[src/rtl/cpu16_pkg.sv]
// Shared encodings for the cpu16 multi-cycle sequencer: opcodes, ALU classes,
// trap causes, FSM states and the decoded control bundle.
package cpu16_pkg;

  localparam logic [3:0] OP_RTYPE = 4'h0;
  localparam logic [3:0] OP_MUL   = 4'h1;
  localparam logic [3:0] OP_ADDI  = 4'h4;
  localparam logic [3:0] OP_LW    = 4'h8;
  localparam logic [3:0] OP_SW    = 4'hC;
  localparam logic [3:0] OP_BEQ   = 4'hD;
  localparam logic [3:0] OP_HALT  = 4'hF;

  localparam logic [1:0] ALUOP_ADD   = 2'b00;
  localparam logic [1:0] ALUOP_SUB   = 2'b01;
  localparam logic [1:0] ALUOP_FUNCT = 2'b10;

  localparam logic [1:0] TRAP_NONE    = 2'b00;
  localparam logic [1:0] TRAP_ILLEGAL = 2'b01;
  localparam logic [1:0] TRAP_BUS     = 2'b10;

  typedef enum logic [2:0] {FETCH, DECODE, EXEC, MEM, WB, HALT, TRAP} ctrlStateT;

  typedef struct packed {
    logic       regDst;
    logic       branch;
    logic       memToReg;
    logic       aluSrc;
    logic [1:0] aluOp;
    logic       is_mem;
    logic       is_load;
    logic       is_branch;
    logic       is_mul;
    logic       writes_reg;
    logic       illegal;
  } decodeT;

endpackage

[src/rtl/cpu16_main_decoder.sv]
// Combinational opcode decoder: level controls plus instruction-class flags.
// HALT decodes to an all-zero, legal bundle; unknown opcodes raise illegal.
module cpu16_main_decoder
  import cpu16_pkg::*;
(
  input  logic [3:0] opcode,
  output decodeT     dec
);

  always_comb begin
    dec = '0;
    case (opcode)
      OP_RTYPE: begin
        dec.regDst     = 1'b1;
        dec.aluOp      = ALUOP_FUNCT;
        dec.writes_reg = 1'b1;
      end
      OP_MUL: begin
        dec.regDst     = 1'b1;
        dec.aluOp      = ALUOP_FUNCT;
        dec.is_mul     = 1'b1;
        dec.writes_reg = 1'b1;
      end
      OP_ADDI: begin
        dec.aluSrc     = 1'b1;
        dec.aluOp      = ALUOP_ADD;
        dec.writes_reg = 1'b1;
      end
      OP_LW: begin
        dec.aluSrc     = 1'b1;
        dec.memToReg   = 1'b1;
        dec.aluOp      = ALUOP_ADD;
        dec.is_mem     = 1'b1;
        dec.is_load    = 1'b1;
        dec.writes_reg = 1'b1;
      end
      OP_SW: begin
        dec.aluSrc = 1'b1;
        dec.aluOp  = ALUOP_ADD;
        dec.is_mem = 1'b1;
      end
      OP_BEQ: begin
        dec.branch    = 1'b1;
        dec.aluOp     = ALUOP_SUB;
        dec.is_branch = 1'b1;
      end
      OP_HALT: dec = '0;
      default: dec.illegal = 1'b1;
    endcase
  end

endmodule

[src/rtl/cpu16_multicycle_ctrl.sv]
// Multi-cycle sequencer for the 16-bit datapath: owns PC/IR, fetches over a
// ready handshake, drives datapath controls and handles halt/trap/timeout.
module cpu16_multicycle_ctrl
  import cpu16_pkg::*;
#(
  parameter logic [15:0] RESET_PC = 16'h0000,
  parameter logic [7:0]  MAX_WAIT = 8'd255
) (
  input  logic        Clock,
  input  logic        ResetN,
  output logic        ImemReq,
  output logic [15:0] ImemAddr,
  input  logic        ImemReady,
  input  logic [15:0] ImemData,
  output logic [15:0] Instruction,
  output logic [15:0] PC,
  input  logic        Zero,
  input  logic [15:0] BranchTarget,
  input  logic        DmemReady,
  output logic        RegDst,
  output logic        Branch,
  output logic        MemRead,
  output logic        MemWrite,
  output logic        MemToReg,
  output logic        ALUSrc,
  output logic        RegWrite,
  output logic        MulRegWrite,
  output logic [1:0]  ALUOp,
  output logic        Halted,
  output logic        Trap,
  output logic [1:0]  TrapCause,
  output logic [15:0] RetiredCount
);

  ctrlStateT   state, stateNext;
  logic [15:0] pcReg, irReg, retiredCnt, pcNext;
  logic [7:0]  waitCnt, waitNext, waitInc;
  logic [1:0]  causeReg, causeNext;
  logic        loadIr, retire, imemReqInt, levelActive;
  decodeT      dec;

  cpu16_main_decoder mainDecoder (
    .opcode (irReg[15:12]),
    .dec    (dec)
  );

  assign waitInc = waitCnt + 8'd1;
  assign pcNext  = (dec.is_branch && Zero) ? (BranchTarget & 16'hFFFE) : pcReg + 16'd2;

  always_ff @(posedge Clock or negedge ResetN) begin
    if (!ResetN) begin
      state      <= FETCH;
      pcReg      <= RESET_PC;
      irReg      <= '0;
      waitCnt    <= '0;
      retiredCnt <= '0;
      causeReg   <= TRAP_NONE;
    end else begin
      state    <= stateNext;
      waitCnt  <= waitNext;
      causeReg <= causeNext;
      if (loadIr) irReg <= ImemData;
      if (retire) begin
        pcReg      <= pcNext;
        retiredCnt <= retiredCnt + 16'd1;
      end
    end
  end

  // A ready arriving on the cycle the wait count would hit MAX_WAIT still wins.
  always_comb begin
    stateNext   = state;
    waitNext    = waitCnt;
    causeNext   = causeReg;
    loadIr      = 1'b0;
    retire      = 1'b0;
    imemReqInt  = 1'b0;
    MemRead     = 1'b0;
    MemWrite    = 1'b0;
    RegWrite    = 1'b0;
    MulRegWrite = 1'b0;
    case (state)
      FETCH: begin
        imemReqInt = 1'b1;
        if (ImemReady) begin
          loadIr    = 1'b1;
          stateNext = DECODE;
        end else if (waitInc == MAX_WAIT) begin
          stateNext = TRAP;
          causeNext = TRAP_BUS;
        end else begin
          waitNext = waitInc;
        end
      end
      DECODE: begin
        if (irReg[15:12] == OP_HALT) begin
          stateNext = HALT;
        end else if (dec.illegal) begin
          stateNext = TRAP;
          causeNext = TRAP_ILLEGAL;
        end else begin
          stateNext = EXEC;
        end
      end
      EXEC: begin
        if (dec.is_branch) begin
          retire = 1'b1;
        end else if (dec.is_mem) begin
          stateNext = MEM;
          waitNext  = '0;
        end else begin
          stateNext = WB;
        end
      end
      MEM: begin
        MemRead  = dec.is_load;
        MemWrite = !dec.is_load;
        if (DmemReady) begin
          if (dec.is_load) stateNext = WB;
          else retire = 1'b1;
        end else if (waitInc == MAX_WAIT) begin
          stateNext = TRAP;
          causeNext = TRAP_BUS;
        end else begin
          waitNext = waitInc;
        end
      end
      WB: begin
        RegWrite    = dec.writes_reg && !dec.is_mul;
        MulRegWrite = dec.is_mul;
        retire      = 1'b1;
      end
      default: stateNext = state;
    endcase
    if (retire) begin
      stateNext = FETCH;
      waitNext  = '0;
    end
  end

  assign levelActive = (state == DECODE) || (state == EXEC) || (state == MEM) || (state == WB);

  // ImemReq is gated by ResetN so the fetch strobe drops the instant reset asserts.
  assign ImemReq      = imemReqInt && ResetN;
  assign ImemAddr     = pcReg;
  assign PC           = pcReg;
  assign Instruction  = irReg;
  assign RegDst       = levelActive && dec.regDst;
  assign Branch       = levelActive && dec.branch;
  assign MemToReg     = levelActive && dec.memToReg;
  assign ALUSrc       = levelActive && dec.aluSrc;
  assign ALUOp        = levelActive ? dec.aluOp : ALUOP_ADD;
  assign Halted       = (state == HALT);
  assign Trap         = (state == TRAP);
  assign TrapCause    = causeReg;
  assign RetiredCount = retiredCnt;

endmodule

[config.mk]
export PLATFORM = sky130hd
export DESIGN_NAME = cpu16_multicycle_ctrl
export DESIGN_NICKNAME = d
export VERILOG_FILES = /design/src/rtl/cpu16_pkg.sv /design/src/rtl/cpu16_main_decoder.sv /design/src/rtl/cpu16_multicycle_ctrl.sv
export SDC_FILE = /design/constraint.sdc
export NUM_CORES = 1
export LEC_CHECK = 0
export BUFFER_PORTS_ARGS = -buffer_cell sky130_fd_sc_hd__buf_4
export CAP_MARGIN = 20
export CORE_UTILIZATION = 51
export CTS_CLUSTER_SIZE = 28
export DETAILED_ROUTE_END_ITERATION = 10
export GPL_TIMING_DRIVEN = 0
export HOLD_SLACK_MARGIN = 0.02
export PLACE_DENSITY = 0.87
export SYNTH_ARGS = -nofsm -noshare
export SYNTH_HDL_FRONTEND = slang
export SYNTH_SLANG_ARGS = --single-unit
[constraint.sdc]
create_clock -name Clock -period 2.3 [get_ports Clock]
set_input_delay 0.345 -clock Clock [delete_from_list [all_inputs] [get_ports Clock]]
set_output_delay 0.345 -clock Clock [all_outputs]
set_load 0.02 [all_outputs]
# After elaboration in Yosys (flattened, before gate mapping)
# Index checks and enable logic that the tools add are counted.
# totals
reg_bits,61
inputBits,37
output_inout_bits,79
wordCells,100
# classes
add_sub_neg,3
n_eq_ne,22
mux,44
reduce_logical,25
# ops
op,n
$mux 8,6
$mux 3,9
$pmux 8 s3,1
$mux 1,17
$add 16x1->16 const B,1
$add 16x2->16 const B,1
$eq 4x4->1 const B,4
$mux 16,1
$mux 2,6
$ne 3x3->1 const B,4
$pmux 3 s4,1
$reduce_and 5->1,2
$eq 3x3->1 const B,3
$add 8x1->8 const B,1
$eq 8x8->1 const B,1
$ne 2x2->1 const B,4
$logic_and 1x1->1,7
$reduce_or 7->1,1
$eq 3x2->1 const B,2
$pmux 2 s3,1
$reduce_bool 5->1,1
$eq 4x1->1 const B,1
$eq 4x3->1 const B,1
$logic_not 4->1,1
other kinds (13),17

# Longest topological paths before layout
# logic_depth
word_depth,7
mapped_depth,8
mapped_depth_nobuf,7

# Hierarchy
# From an unflattened synthesis, not the netlist that was laid out.
# hier_totals
hier_cells,388
hier_area_um2,3570.9
# modules_own_cells
mod,instances,cells_per_inst,area_per_inst_um2,seq_area_each_um2
cpu16_multicycle_ctrl,1,369,3458.3,1501.4
cpu16_main_decoder,1,19,112.6,0.0

# Worst setup path after synthesis
# OpenSTA, ideal clock, no wires.
# synth_timing
kind,register to output
startpoint,register state[1]
endpoint,output port RegWrite
arrival_ns,2.080
required_time_ns,1.955
path_slack_ns,-0.125
stages_incl_launch_ff,4
path_buffers,1
path_cell_list,dfrtp_1 > buf_2 > or3b_1 > a2111oi_0
# synth_between
elab_chain_len,2
# synth_lines
item,line,rtl
"start, declared",cpu16_multicycle_ctrl.sv:35,"ctrlStateT state, stateNext;"
"start signal, assigned",cpu16_multicycle_ctrl.sv:59,state <= stateNext;
$eq 3x3->1,cpu16_multicycle_ctrl.sv:82,case (state)
$mux 1,cpu16_multicycle_ctrl.sv:82,
"end, declared",cpu16_multicycle_ctrl.sv:26,"output logic RegWrite,"
# Every way passes these cells.

# Worst setup path in the final report
# Same ends and word-level chain as after synthesis.

==> metrics.txt <==
Async SR Flop Fraction 1.00; Top FF cell, synth dfrtp_1; Worst EP required 1.96 ns; synthesized area 3500 um^2; Area contributors post-synth dfrtp_1 (43%), mux2_2 (4.8%), buf_4 (4.1%); WL met3 739 um; Crit. End Element primary output; Max Cap Viol 0; area grow syn2layout 33.7%; Worst-Skew Late Latency 0.34 ns; Reg2Reg Setup Slack roughly 0.09 ns; WL/cell 15.5 um; GR Util All Layers 0.257; gpl congestion ~0.92; starting DRC count in detailed routing 220; Final Skew 0.00939 ns; Hold WC Path Type in -> async; P_int 3.41 mW; vias per inst 5.82; first-pass GRT wire length 14600 um; Layout Nets 537; VDD IR max 0.000837 V; CTS tree yes; Setup CP Type reg -> out; grt total ovfl 0; Max Fclk 449 MHz; initial core utilization 0.538; final hold violation count 0; Yosys cell types 59; cell area after placement 4440 um^2; final-report max-slew violation count 0; antenna-violating nets left 0; crit path max fanout 10; Pre-Repair DR Iteration Count 9; status finished, violations left; worst stage delay on the critical path about 0.46 ns; Buffers on Ports 112; Root Buffer clkbuf_8; Flop pwr share 0.295; combinational share of power 0.572; vias in the first global route 3154; Max clock buf depth 2; most common cell after layout, fill and taps aside buf_4; Switching Fraction 0.455; Avg Inst Size Synth approximately 9.5 um^2; M1 wire length around 3700 um; TritonCTS Sinks 60; clock slew at reported path FFs approximately 0.070 ns; crit-path cells buf_2, or3b_4, a2111oi_4, buf_4; cell taking the most area after synthesis dfrtp_1; commonest cells after routing, fill and taps aside buf_4 (135), dfrtp_1 (57), nand2_1 (30), nor2_1 (27); pwr dens 1340 nW/um^2; highest routed metal layer met4; startpoint types register; DRC viols 11; Slew HR 0.485; #FFs+latches synth 60; H-tree depth 3; R2R depth 7; Finish-stage setup viols 0; RR Startpoint waitCnt[1]$_DFFE_PN0P_; CTS Hold Bufs 0; P_sw 2.85 mW; share of layout cells above drive strength 1 0.392; design area around 4700 um^2; sequential fraction of the synthesis area 0.429; met2 WL about 4400 um; io pins 116; Die Width 84.8 um; largest net degree at the start of global routing 62; Antenna Cells 0; final core occ 0.720; CP Data Arrival Time 1.88 ns; routed wire length 8950 um; clock network power share 0.133; fin crit period roughly 2.2 ns; vias 3358; number of flops mapped to enable cells by yosys 0; Leakage 2.10 nW; Detail Placement HPWL 6320 um; core area 6490 um^2; initial antenna violation count 0; yosys warns 0; r2r endpoint TrapCause[0]$_DFFE_PN0P_; Syn Inst Count 369; num rows 29; top-area cell type share of the netlist area 0.429; Worst-Margin Slew 0.773 ns; violated checks DRC; Die ar. around 7000 um^2; Crit-path slowest cell or3b_4; TritonCTS buffer count 9; Final Cycle Share 0.969; Die Y roughly 85 um
==> flip-flops by register name, indices dropped and copies added, names as in the netlist <==
signal and cells:
waitCnt 8, RetiredCount 16, ImemAddr 15, state 3, Instruction 16, TrapCause 2
==> how the worst max path moves through the flow <==
| stage | cells after the start | to | start | slack, ns |
|---|---|---|---|---|
| after CTS | 4 | MemRead | Instruction[13]$_DFFE_PN0P_ | 0.008 |
| after global routing | 4 | RegWrite | state[1]$_DFFE_PN0P_ | -0.009 |
| final | 4 | RegWrite | state[1]$_DFFE_PN0P_ | 0.07 |
| after detailed placement | 4 | MemRead | Instruction[15]$_DFFE_PN0P_ | 0.09 |
| after global placement | 4 | MemRead | Instruction[15]$_DFFE_PN0P_ | 0.14 |
| after floorplan | 3 | MemRead | Instruction[15]$_DFFE_PN0P_ | 0.01 |
==> Yosys cell counts, drive strengths merged, types with 3 or more instances <==
master and n:
o22a 5, o21ai 19, nand4 3, xor2 3
nor3 7, nand2 30, inv 17, mux2 15
clkbuf 5, buf 30, a21oi 22, o211ai 3
or3b 3, nor2b 4, a31oi 3, nand3 22
and3 10, ha 4, dfrtp 60, nand2b 3
o22ai 7, xnor2 16, o21a 4, nor4 6
o221ai 4, nor2 27
==> cells by family after synthesis <==
group	count (synthesis)	synth area share
XOR/XNOR	19	0.0476
buffers and inverters	52	0.0801
multiplexers	16	0.0512
AND/OR/NAND/NOR	131	0.209
adder cells (fa/ha/maj)	4	0.0143
other	1	0.00107
flip-flops	60	0.429
AO/OA/AOI/OAI	86	0.167
==> routing by layer <==
layer	GRT usage	up-vias
li1	-	1563
met1	0.317	1603
met2	0.430	176
met3	0.0885	16
met4	0.0755	0
met5	0	-
==> power groups by stage <==
stage / sequential, mW / combinational, mW / clock [mW]
2_1_floorplan: 2.16 / 1.87 / 0
3_3_place_gp: 1.83 / 3.35 / 0
3_5_place_dp: 1.86 / 3.44 / 0
4_1_cts: 1.83 / 3.53 / 0.848
5_1_grt: 1.91 / 3.85 / 0.905
6_report: 1.85 / 3.58 / 0.834
==> final cells by class <==
cell class	instances	area, um^2
buffer	34	216
tap	77	96.3
timing repair buffer	116	871
inverter	17	63.8
fill	490	1820
sequential	60	1510
clock buffer	10	138
multi-input combinational	258	1760
clock inverter	5	28.8
==> critical path: cells and delay by family, from the launching register on <==
| family | cells | cell delay (ns) |
|---|---|---|
| compound gates | 1 | 0.34 |
| flops | 1 | 0.37 |
| buf+inv | 2 | 0.38 |
| simple gates | 1 | 0.46 |
==> timing repair <==
item	CTS	global route
pin swaps	1	1
endpoints found under the setup margin	3	6
setup buffers	3	1
resized for setup	7	4
==> per-stage QoR <==
step	setup TNS, ns	power, mW	setup WS (ns)	instances	hold WS (ns)
6_report	0	6.27	0.0711	577	0.0808
5_1_grt	-0.00853	6.67	-0.00853	577	0.133
4_1_cts	0	6.21	0.00754	576	0.0995
3_5_place_dp	0	5.29	0.0866	559	0.469
3_3_place_gp	0	5.18	0.138	559	0.460
2_1_floorplan	0	4.03	0.0108	370	0.0494
(Power assumes the default switching activity.)
